==> config.mk <==
export PLATFORM = sky130hd
export DESIGN_NAME = alu_seq
export DESIGN_NICKNAME = d
export VERILOG_FILES = /design/src/rtl/alu_seq.sv
export SDC_FILE = /design/constraint.sdc
export NUM_CORES = 1
export LEC_CHECK = 0
export BUFFER_PORTS_ARGS = -buffer_cell sky130_fd_sc_hd__buf_4
export CAP_MARGIN = 0
export CORE_MARGIN = 2
export CORE_UTILIZATION = 45
export CTS_CLUSTER_SIZE = 28
export DETAILED_ROUTE_END_ITERATION = 6
export HOLD_SLACK_MARGIN = 0.05
export PLACE_DENSITY = 0.66
export SLEW_MARGIN = 30
export SYNTH_ARGS = -nofsm -noshare
export SYNTH_HDL_FRONTEND = slang
export SYNTH_SLANG_ARGS = --single-unit
export TNS_END_PERCENT = 10
==> constraint.sdc <==
create_clock -name CLK -period 7.9 [get_ports CLK]
set_clock_uncertainty 0.2 [all_clocks]
set_input_delay 0.395 -clock CLK [delete_from_list [all_inputs] [get_ports CLK]]
set_output_delay 0.395 -clock CLK [all_outputs]
set_load 0.02 [all_outputs]
==> src/rtl/alu_seq.sv <==
// alu_seq: sequential ALU with a valid/ready request side and a valid/ready
// result side. The block handles one operation at a time.
//
// States:
//   state | meaning
//   IDLE  | IN_READY=1; a request is latched on IN_VALID
//   EXEC  | single-cycle ops compute here; shifts/MUL iterate one bit per cycle
//   DONE  | OUT_VALID=1; RESULT/flags held until OUT_READY
//
// Ports:
//   CLK, RESET_N         clock, asynchronous active-low reset
//   IN_VALID/IN_READY    request handshake
//   DATA1, DATA2, SELECT operands A, B and opcode
//                        (000 FWD, 001 ADD, 010 AND, 011 OR, 100 SUB,
//                         101 SLL, 110 SRL, 111 MUL)
//   OUT_VALID/OUT_READY  result handshake
//   RESULT, ZERO, CARRY, ILLEGAL  registered result and flags
//
// Build option: define ALU_SEQ_MUL_EN to include the shift-add multiplier.
// Without it, opcode 111 completes in one cycle and reports ILLEGAL.
module alu_seq #(
    parameter int WIDTH = 8,
    parameter int CNT_W = $clog2(WIDTH)
) (
    input  logic             CLK,
    input  logic             RESET_N,
    input  logic             IN_VALID,
    output logic             IN_READY,
    input  logic [WIDTH-1:0] DATA1,
    input  logic [WIDTH-1:0] DATA2,
    input  logic [2:0]       SELECT,
    output logic             OUT_VALID,
    input  logic             OUT_READY,
    output logic [WIDTH-1:0] RESULT,
    output logic             ZERO,
    output logic             CARRY,
    output logic             ILLEGAL
);

    typedef enum logic [1:0] {S_IDLE, S_EXEC, S_DONE} state_t;

    localparam logic [2:0] OP_FWD = 3'b000;
    localparam logic [2:0] OP_ADD = 3'b001;
    localparam logic [2:0] OP_AND = 3'b010;
    localparam logic [2:0] OP_OR  = 3'b011;
    localparam logic [2:0] OP_SUB = 3'b100;
    localparam logic [2:0] OP_SLL = 3'b101;
    localparam logic [2:0] OP_SRL = 3'b110;
    localparam logic [2:0] OP_MUL = 3'b111;

    localparam logic [CNT_W-1:0] MUL_LAST = CNT_W'(WIDTH - 1);

    state_t           state_q;
    logic [WIDTH-1:0] a_q, b_q, res_q;
    logic [2:0]       op_q;
    logic [CNT_W-1:0] cnt_q;
    logic             carry_q, zero_q, illegal_q;

    logic [WIDTH-1:0] alu_res, sh_res;
    logic             alu_c, sh_out, is_shift;
    logic [CNT_W-1:0] shamt;

    assign shamt    = b_q[CNT_W-1:0];
    assign is_shift = (op_q == OP_SLL) || (op_q == OP_SRL);

    always_comb begin
        alu_res = '0;
        alu_c   = 1'b0;
        case (op_q)
            OP_FWD:  alu_res = b_q;
            OP_ADD:  {alu_c, alu_res} = {1'b0, a_q} + {1'b0, b_q};
            OP_AND:  alu_res = a_q & b_q;
            OP_OR:   alu_res = a_q | b_q;
            OP_SUB:  {alu_c, alu_res} = {1'b0, a_q} - {1'b0, b_q};
            default: alu_res = '0;
        endcase
    end

    // res_q doubles as the shift working register while in EXEC.
    always_comb begin
        if (op_q == OP_SLL) begin
            sh_res = {res_q[WIDTH-2:0], 1'b0};
            sh_out = res_q[WIDTH-1];
        end else begin
            sh_res = {1'b0, res_q[WIDTH-1:1]};
            sh_out = res_q[0];
        end
    end

`ifdef ALU_SEQ_MUL_EN
    // Right-shifting shift-add: {mul_hi_q, res_q} starts as {0, B}; each step
    // adds A to the high half when the current LSB of B is set, then shifts
    // the whole product right by one. After WIDTH steps it holds A*B.
    logic [WIDTH-1:0] mul_hi_q, mul_hi_nxt, mul_lo_nxt;
    logic [WIDTH:0]   mul_sum;

    always_comb begin
        mul_sum    = {1'b0, mul_hi_q} + (res_q[0] ? {1'b0, a_q} : '0);
        mul_hi_nxt = mul_sum[WIDTH:1];
        mul_lo_nxt = {mul_sum[0], res_q[WIDTH-1:1]};
    end
`endif

    always_ff @(posedge CLK or negedge RESET_N) begin
        if (!RESET_N) begin
            state_q   <= S_IDLE;
            a_q       <= '0;
            b_q       <= '0;
            op_q      <= OP_FWD;
            res_q     <= '0;
            cnt_q     <= '0;
            carry_q   <= 1'b0;
            zero_q    <= 1'b0;
            illegal_q <= 1'b0;
`ifdef ALU_SEQ_MUL_EN
            mul_hi_q  <= '0;
`endif
        end else begin
            case (state_q)
                S_IDLE: begin
                    if (IN_VALID) begin
                        a_q       <= DATA1;
                        b_q       <= DATA2;
                        op_q      <= SELECT;
                        res_q     <= (SELECT == OP_MUL) ? DATA2 : DATA1;
                        carry_q   <= 1'b0;
                        zero_q    <= 1'b0;
                        illegal_q <= 1'b0;
                        // Down-counter: the last iteration runs when cnt_q==0.
                        if (SELECT == OP_MUL)
                            cnt_q <= MUL_LAST;
                        else if (DATA2[CNT_W-1:0] != '0)
                            cnt_q <= DATA2[CNT_W-1:0] - CNT_W'(1);
                        else
                            cnt_q <= '0;
`ifdef ALU_SEQ_MUL_EN
                        mul_hi_q  <= '0;
`endif
                        state_q   <= S_EXEC;
                    end
                end
                S_EXEC: begin
                    if (is_shift) begin
                        if (shamt == '0) begin
                            zero_q  <= (res_q == '0);
                            state_q <= S_DONE;
                        end else begin
                            res_q   <= sh_res;
                            carry_q <= sh_out;
                            if (cnt_q == '0) begin
                                zero_q  <= (sh_res == '0);
                                state_q <= S_DONE;
                            end else begin
                                cnt_q <= cnt_q - CNT_W'(1);
                            end
                        end
                    end
`ifdef ALU_SEQ_MUL_EN
                    else if (op_q == OP_MUL) begin
                        mul_hi_q <= mul_hi_nxt;
                        res_q    <= mul_lo_nxt;
                        if (cnt_q == '0) begin
                            carry_q <= |mul_hi_nxt;
                            zero_q  <= (mul_lo_nxt == '0);
                            state_q <= S_DONE;
                        end else begin
                            cnt_q <= cnt_q - CNT_W'(1);
                        end
                    end
`else
                    else if (op_q == OP_MUL) begin
                        res_q     <= '0;
                        carry_q   <= 1'b0;
                        zero_q    <= 1'b1;
                        illegal_q <= 1'b1;
                        state_q   <= S_DONE;
                    end
`endif
                    else begin
                        res_q   <= alu_res;
                        carry_q <= alu_c;
                        zero_q  <= (alu_res == '0);
                        state_q <= S_DONE;
                    end
                end
                S_DONE: begin
                    if (OUT_READY)
                        state_q <= S_IDLE;
                end
                default: state_q <= S_IDLE;
            endcase
        end
    end

    assign IN_READY  = (state_q == S_IDLE);
    assign OUT_VALID = (state_q == S_DONE);
    assign RESULT    = res_q;
    assign ZERO      = zero_q;
    assign CARRY     = carry_q;
    assign ILLEGAL   = illegal_q;

endmodule

# Word level (Yosys, flattened, before mapping)
# Cells that the tools add are included.
[op_classes]
add_sub_neg = 4
shift = 0
multipliers = 0
n_div = 0
n_mux = 36
eq_ne = 19
order_cmp = 0
bitwise = 2
reduce_logical = 16
[op_table]
columns = ["op", "count"]
rows = [
  ["8-bit two-way mux", 6],
  ["8-bit case mux with 5 select lines", 1],
  ["8-bit zero test", 3],
  ["3-bit two-way mux", 6],
  ["8-bit case mux with 2 select lines", 1],
  ["3-bit equality test (second input constant)", 5],
  ["2-bit != test (second input constant)", 6],
  ["1-bit two-way mux", 11],
  ["2-bit two-way mux", 5],
  ["8-bit by 8-bit adder with 9-bit output", 1],
  ["3-bit zero test", 3],
  ["3-bit AND reduction", 3],
  ["8-bit by 8-bit subtractor with 9-bit output", 1],
  ["8-bit bitwise AND", 1],
  ["8-bit OR", 1],
  ["1-bit case mux with 2 select lines", 4],
  ["3-bit by 2-bit equality test with 1-bit output (second input constant)", 2],
  ["2-bit case mux with 3 select lines", 1],
  ["3-bit case mux with 2 select lines", 1],
  ["3-bit by 1-bit subtractor with 3-bit output (second input constant)", 2],
  ["5-bit AND reduction", 1],
  ["4-bit != test (second input constant)", 1],
  ["4-bit AND reduction", 1],
  ["3-bit by 1-bit equality test with 1-bit output (second input constant)", 1],
  ["other kinds (9)", 9],
]
[totals]
out_inout_bits = 13
reg_bits = 35
mem_bits_ro = 0
mem_count = 0
latchBits = 0
ram_bits = 0

# Logic depth before layout (Yosys ltp)
# Gate-level depths: netlist of the first run.
[depth]
ltp_word = 7
mapped_depth = 10
ltp_nobuf = 10

# Worst setup path before layout of the first run
# No wires, ideal clock.
[synth_path]
path_type = "register -> register"
from = "register b_q[1]"
to = "register res_q[7], in the netlist RESULT[7]"
setup_time_ns = 0.121
synth_period_minus_slack_ns = 2.540
t_arrival_ns = 2.219
n_path_buf = 0
path_slack_ns = 5.360
path_stages_with_launch = 10
cell_sequence = "dfrtp_1 > inv_1 > ha_1 > a211oi_4 > o21ai_0 > a21oi_1 > mux2i_1 > o211ai_1 > a311o_1 > a22o_1"
[synth_via]
elab_chain_cells = 5
elab_cells_between_ends = 9
cone_classes = "add/sub: 2; eq/ne: 1; mux: 4; reduce/logical: 2"
[synth_lines]
columns = ["item", "line", "text"]
rows = [
  ["from (decl)", "54", "logic [WIDTH-1:0] a_q, b_q, res_q;"],
  ["from (signal assigned)", "108", "b_q <= '0;"],
  ["from (signal assigned)", "123", "b_q <= DATA2;"],
  ["8-bit by 8-bit subtractor with 9-bit output / 8-bit by 8-bit adder with 9-bit output (equally long branches)", "74, 71", ""],
  ["8-bit case mux with 5 select lines", "69", "case (op_q)"],
  ["8-bit two-way mux", "171", "else if (op_q == OP_MUL) begin"],
  ["8-bit two-way mux", "143", "if (is_shift) begin"],
  ["8-bit case mux with 2 select lines", "119", "case (state_q)"],
  ["to (signal assigned)", "125", "res_q <= (SELECT == OP_MUL) ? DATA2 : DATA1;"],
  ["to (signal assigned)", "148", "res_q <= sh_res;"],
  ["to (signal assigned)", "180", "res_q <= alu_res;"],
  ["to (decl)", "54", ""],
]
# Several ways; a longest one is shown, not always the timed one.
# A chain may end at the register's enable or synchronous reset.

# Worst setup path in the final report of the first run
# Same ends and word-level chain as after synthesis.

==> results of run 1 <==
## worst reg2reg max path, stage by stage (launching register included)
cell and delay, ns:
dfrtp_1 0.47, inv_1 0.13, ha_1 0.34, o21bai_1 0.16, a21oi_1 0.16, a311oi_1 0.40
mux2i_1 0.25, o211ai_1 0.17, a311o_1 0.37, a22o_1 0.20
## where the power goes
part           switching (W)  total, W  internal [W]  leakage [nW]
Combinational       0.000630   0.00106      0.000428          1.07
Clock              0.0000681  0.000170      0.000102        0.0612
Sequential          0.000123  0.000386      0.000263         0.431
## layout by cell type, fill, tap and decap left out, drive strengths merged, types with 6 or more instances in the layout
master	count
o21ai	34
dfrtp	35
a22o	10
nand2	45
a21o	6
a211oi	6
inv	26
clkbuf	6
nor2b	8
nor2	24
nand2b	7
buf	37
nor3	6
ha	28
mux2i	6
nand3	11
a21oi	27
## through the flow
stage	instance area, µm²	worst slack [ns]	instances
floorplan	3030	5.36	367
global placement	3260	4.90	459
detailed placement	3260	4.75	459
CTS	3390	4.75	468
global route	3390	4.73	468
finish	3390	4.94	468
## sequential cells by signal, indices dropped and copies added, names as in the netlist
name     count
CARRY        1
b_q          8
a_q          8
op_q         3
RESULT       8
ZERO         1
ILLEGAL      1
state_q      2
cnt_q        3
## what timing repair did
item	CTS	global route
hold endpoints to repair	35	0
gates resized for setup	0	0
buffers inserted	0	0
hold buffers	1	0
## metal layers
metal,up-vias,share of wire
met5,-,0
met4,0,0.028
met3,18,0.049
met2,87,0.47
met1,1307,0.45
li1,1359,-
## cells by family (layout without fill, tap and decap cells)
family                   after synthesis  after routing  share of synthesized area
AO/OA/AOI/OAI                        124            124                      0.276
XOR/XNOR                               5              5                     0.0145
adder cells (fa/ha/maj)               30             30                      0.129
buffers and inverters                 48             72                     0.0806
flip-flops                            35             35                      0.289
multiplexers                           9              9                     0.0310
AND/OR/NAND/NOR                      116            116                      0.180
## cell type report
| type | count | area, µm² | area share |
|---|---|---|---|
| multi-input cells | 284 | 1920 | 0.565 |
| flip-flops and latches | 35 | 876 | 0.258 |
| repair buffers | 38 | 288 | 0.0849 |
| inverters | 26 | 97.6 | 0.0288 |
| well taps | 77 | 96.3 | 0.0284 |
| clock buffers | 6 | 82.6 | 0.0244 |
| clock inverters | 2 | 35.0 | 0.0103 |
## worst paths after layout
check                               startpoint                     to  slack [ns]
min reg2reg                op_q[2]$_DFFE_PN0P_    op_q[2]$_DFFE_PN0P_        0.32
max in group asynchronous              RESET_N    op_q[0]$_DFFE_PN0P_        6.78
max                         b_q[1]$_DFFE_PN0P_  RESULT[7]$_DFFE_PN0P_        4.94
min                                   DATA2[7]     b_q[7]$_DFFE_PN0P_        0.12
max reg2reg                 b_q[1]$_DFFE_PN0P_  RESULT[7]$_DFFE_PN0P_        4.94
min in group asynchronous              RESET_N     a_q[4]$_DFFE_PN0P_        0.39
==> impl_metrics.py, run 1 <==
metrics = {
    "run_status": {
        "run_status": "finished, final reports clean",
    },
    "floorplan": {
        "coreArea_mm2": 0.00642,
        "start_util": 0.471,
        "fp.dieH_um": 86.0,
        "die_area_mm2": 0.00740,
        "pin_count": 36,
        "die_x_um": 86.0,
        "num_rows": 29,
    },
    "setup_path": {
        "cp_max_fo": 6,
        "slowest_delay_ns": 0.47,
        "path_cells": "inv_1 > ha_1 > o21bai_1 > a21oi_1 > a311oi_1 > mux2i_1 > o211ai_1 > a311o_1 > a22o_1",
        "critPathTopFamily": "compound AO/OA/AOI/OAI gates",
        "cp-start-kind": "flip-flop",
        "worstSetupPathType": "reg -> reg",
        "reg2reg_depth": 9,
        "arrival_ns": 2.94,
        "cp_num_buf_inv": 1,
        "cp-end-kind": "flip-flop",
        "required_ns": 7.88,
        "path_depth": 9,
        "worst_path_max_delay_cell": "dfrtp_1",
    },
    "cts": {
        "clk_latency_ns": 0.29,
        "htreeDepth": 2,
        "cts.clk_slew.worst_paths_ns": 0.08,
        "cts_root_buf": "clkbuf_8",
        "numCtsBuffers": 5,
        "cts_tree": "done",
        "clockBufferDepth": 2,
        "cts_sinks": 35,
    },
    "timing": {
        "period_share": 0.374,
        "tns_ns": 0,
        "setup_viol": 0,
        "timing.fmax_mhz": 338,
        "rsz0062_at_grt": "false",
        "tightest_slew_ns": 0.702,
        "hold_violations": 0,
        "whs_ns": 0.123,
        "fin_crit_ns": 2.96,
        "drv_slew": 0,
        "slew_headroom": 0.532,
    },
    "global_routing": {
        "use_met1": 0.300,
        "grt.total_usage": 0.224,
        "grt_remaining_overflow": 0,
        "grt_pass1_vias": 2712,
        "grtUsageMet3": 0.0375,
        "antenna_found_initial": 0,
        "busiest_layer": "met2",
        "grt_max_degree": 39,
        "grtUsageMet2": 0.362,
        "grt_pass1_wl_um": 13100,
    },
    "synthesis": {
        "avgSynthCellArea_um2": 8.25,
        "ys_ff_latch": 35,
        "synth_edf_count": 0,
        "seq_area_frac_synth": 0.289,
        "syn_inst": 367,
        "synth_area_mm2": 0.00303,
        "synth_top_cells_by_count": "nand2_1, dfrtp_1, ha_1",
        "ys.flop_type": "dfrtp_1",
        "synth_nets": 420,
        "netlist.area_leader.share": 0.289,
        "synth_top_cell_by_area": "dfrtp_1",
        "ys_async_sr_fraction": 1.00,
        "ys_warn_count": 0,
        "synth.area.top_cells": "dfrtp_1, ha_1, nand2_1",
        "yosysMostFrequentCell": "nand2_1",
        "ys_types": 56,
    },
    "route": {
        "antenna_left": 0,
        "wirelength_um": 7940,
        "via_per_inst": 5.92,
        "drc": 0,
        "num_vias": 2771,
        "first_pass_iters": 5,
        "drt_iter0_markers": 149,
        "wl_per_cell_um": 17.0,
    },
    "pwr": {
        "fin_total_pwr_w": 0.00161,
        "ir_drop_uv": 205,
        "leakagePower_nw": 1.57,
        "power.density_mw_per_mm2": 476,
    },
    "placed_design": {
        "dp_hpwl_um": 5970,
        "port_buffers": 35,
        "globalplace.congestion": 0.860,
    },
    "flow_run": {
        "max-cap-violations": 0,
    },
    "final_layout": {
        "final_core_util": 0.528,
        "areaGrowthSynthToFinish_pct": 12.0,
        "fillers": 613,
        "final_layout_size_suffix_gt1_frac": 0.148,
        "layout.nets": 443,
        "diodes": 0,
    },
    "worst_hold_path": {
        "hold_path_depth": 3,
        "hold_path.class": "in -> reg",
    },
}
No activity file was read; power rests on OpenSTA's default activity.
==> run 2: changes to the inputs <==
--- a/config.mk
+++ b/config.mk
@@ -12,7 +12,7 @@
 export CTS_CLUSTER_SIZE = 28
 export DETAILED_ROUTE_END_ITERATION = 6
 export HOLD_SLACK_MARGIN = 0.05
-export PLACE_DENSITY = 0.66
+export PLACE_DENSITY = 0.69
 export SLEW_MARGIN = 30
 export SYNTH_ARGS = -nofsm -noshare
 export SYNTH_HDL_FRONTEND = slang
==> constraint.sdc (replaced) <==
create_clock -name CLK -period 2.4 [get_ports CLK]
set_clock_uncertainty 0.2 [all_clocks]
set_input_delay 0.12 -clock CLK [delete_from_list [all_inputs] [get_ports CLK]]
set_output_delay 0.12 -clock CLK [all_outputs]
set_load 0.02 [all_outputs]
==> run 2 against run 1 <==
Net effect: the flow now finishes with violations (negative setup slack); die area stayed put; count of clock-buffer cells in the layout stayed put; critical path type unchanged; clock power rose to 2.6 times the previous value; largest power group unchanged; worst hold slack improved by 0.011 ns; core utilization rose by 11 points; register-to-register slack worse by 5.2 ns; total power rose to 4.0 times the previous value; via count up 13%; critical endpoint is now ZERO$_DFFE_PN0P_; worst setup slack worse by 5.2 ns; highest routed layer unchanged; sequential share of layout area decreased by 4.3 points.
==> impl_metrics.py, run 2 (same netlist as run 1, synthesis figures left out) <==
metrics = {
    "route": {
        "drt_iter0_markers": 241,
        "num_vias": 3137,
        "wl_per_cell_um": 16.6,
        "antenna_left": 0,
        "via_per_inst": 5.84,
        "wirelength_um": 8920,
        "drc": 0,
        "first_pass_iters": 5,
    },
    "timing": {
        "drv_slew": 0,
        "hold_violations": 0,
        "setup_viol": 5,
        "rsz0062_at_grt": "true",
        "fin_crit_ns": 2.64,
        "slew_headroom": 0.660,
        "timing.fmax_mhz": 379,
        "tightest_slew_ns": 0.509,
        "finalWorstSetupSlack_ns": -0.237,
        "period_share": 1.10,
    },
    "cts": {
        "numCtsBuffers": 5,
        "clk_latency_ns": 0.29,
        "clockBufferDepth": 2,
        "cts_tree": "done",
        "htreeDepth": 2,
        "cts.clk_slew.worst_paths_ns": 0.08,
        "cts_sinks": 35,
        "cts_root_buf": "clkbuf_8",
    },
    "final_layout": {
        "areaGrowthSynthToFinish_pct": 34.6,
        "diodes": 0,
        "final_core_util": 0.635,
        "final_cell_mix": "buf_4, nand2_1, dfrtp_1, o21ai_0, a21oi_1",
        "final_layout_size_suffix_gt1_frac": 0.287,
        "layout.nets": 513,
        "mostFrequentLayoutCell": "buf_4",
    },
    "setup_path": {
        "slowest_delay_ns": 0.38,
        "arrival_ns": 2.63,
        "path_cells": "inv_2 > ha_4 > fa_2 > o21bai_4 > a211oi_2 > o21bai_1 > xnor2_1 > a221o_1 > buf_4 > o41ai_2",
        "worst_path_max_delay_cell": "dfrtp_1",
        "cp_num_buf_inv": 2,
        "worstSetupPathType": "reg -> reg",
        "required_ns": 2.39,
        "cp_max_fo": 2,
        "critPathTopFamily": "compound AO/OA/AOI/OAI gates",
        "cp-start-kind": "flip-flop",
        "cp-end-kind": "flip-flop",
    },
    "floorplan": {
        "fp.dieH_um": 86.0,
        "die_area_mm2": 0.00740,
        "num_rows": 29,
        "die_x_um": 86.0,
        "pin_count": 36,
        "start_util": 0.471,
        "coreArea_mm2": 0.00642,
    },
    "run_status": {
        "run_status": "complete, but fails checks",
        "violations": "negative setup slack",
    },
    "global_routing": {
        "antenna_found_initial": 0,
        "grt_pass1_wl_um": 14700,
        "grt_max_degree": 36,
        "grt_pass1_vias": 3228,
        "grt_remaining_overflow": 0,
        "grt.total_usage": 0.248,
    },
    "pwr": {
        "leakagePower_nw": 1.88,
        "power.density_mw_per_mm2": 1580,
        "ir_drop_uv": 763,
        "fin_total_pwr_w": 0.00642,
    },
    "worst_hold_path": {
        "hold_path.class": "in -> async",
    },
    "placed_design": {
        "globalplace.congestion": 0.885,
        "dp_hpwl_um": 6700,
        "pre_cts_slack_ns": -0.320,
        "port_buffers": 35,
    },
    "flow_run": {
        "max-cap-violations": 0,
    },
}
[run 2: cell types whose count changed in the layout (fill, tap and decap cells not counted), moves of 5 or more]
cell           before  now
inv_1              26   21
inv_2               0    5
dlygate4sd3_1       1   22
ha_1               28   22
buf_4              37   86
ha_4                0    5
[run 2: cell type report]
type                       count  area, µm²
clock buffer                   6       82.6
clock inverter                 1       5.00
fill                         538       2350
inverter                      26       97.6
multi-input combinational    284       2050
sequential                    35        878
tap                           77       96.3
timing repair buffer         108        866
[run 2: final timing paths]
| path | start | endpoint | slack [ns] | cells after the start |
|---|---|---|---|---|
| setup / recovery | a_q[0]$_DFFE_PN0P_ | ZERO$_DFFE_PN0P_ | -0.24 | 10 |
| hold / removal | RESET_N | a_q[5]$_DFFE_PN0P_ | 0.13 | 2 |
| setup reg to reg | a_q[0]$_DFFE_PN0P_ | ZERO$_DFFE_PN0P_ | -0.24 | 10 |
| hold reg to reg | CARRY$_DFFE_PN0P_ | CARRY$_DFFE_PN0P_ | 0.32 | 2 |
| max in group asynchronous | RESET_N | op_q[2]$_DFFE_PN0P_ | 1.50 | 2 |
| min in group CLK | CARRY$_DFFE_PN0P_ | CARRY$_DFFE_PN0P_ | 0.32 | 2 |
[run 2: repair_timing]
item | CTS | global route
setup endpoints to repair | 9 | 10
endpoints found under the hold margin | 57 | 0
cloned | 0 | 0
gates resized for setup | 17 | 9
buffers inserted | 2 | 1
hold buffers | 22 | 0
pin swaps | 6 | 5
[run 2: power by group]
group | total, W | internal, W | switching (W)
logic | 0.00478 | 0.00225 | 0.00252
registers | 0.00121 | 0.000871 | 0.000335
clock network | 0.000440 | 0.000225 | 0.000215
total | 0.00642 | 0.00335 | 0.00307
[run 2: metrics by stage]
stage          setup TNS, ns  cell area [µm²]  hold WS (ns)  instances
3_3_place_gp          -0.928             3640       -0.0892        505
3_5_place_dp           -1.38             3640       -0.0845        505
6_report              -0.781             4080         0.134        537
4_1_cts               -0.671             4040         0.144        536
5_1_grt                -1.84             4080         0.184        537
2_1_floorplan        -0.0419             3070        -0.376        367
[run 2: metal layers]
metal / part of all wire / global-route usage / up-vias
li1: - / - / 1496
met1: 0.43 / 0.308 / 1500
met2: 0.51 / 0.450 / 123
met3: 0.052 / 0.0318 / 18
met4: 0.017 / 0.0693 / 0
met5: 0 / 0 / -
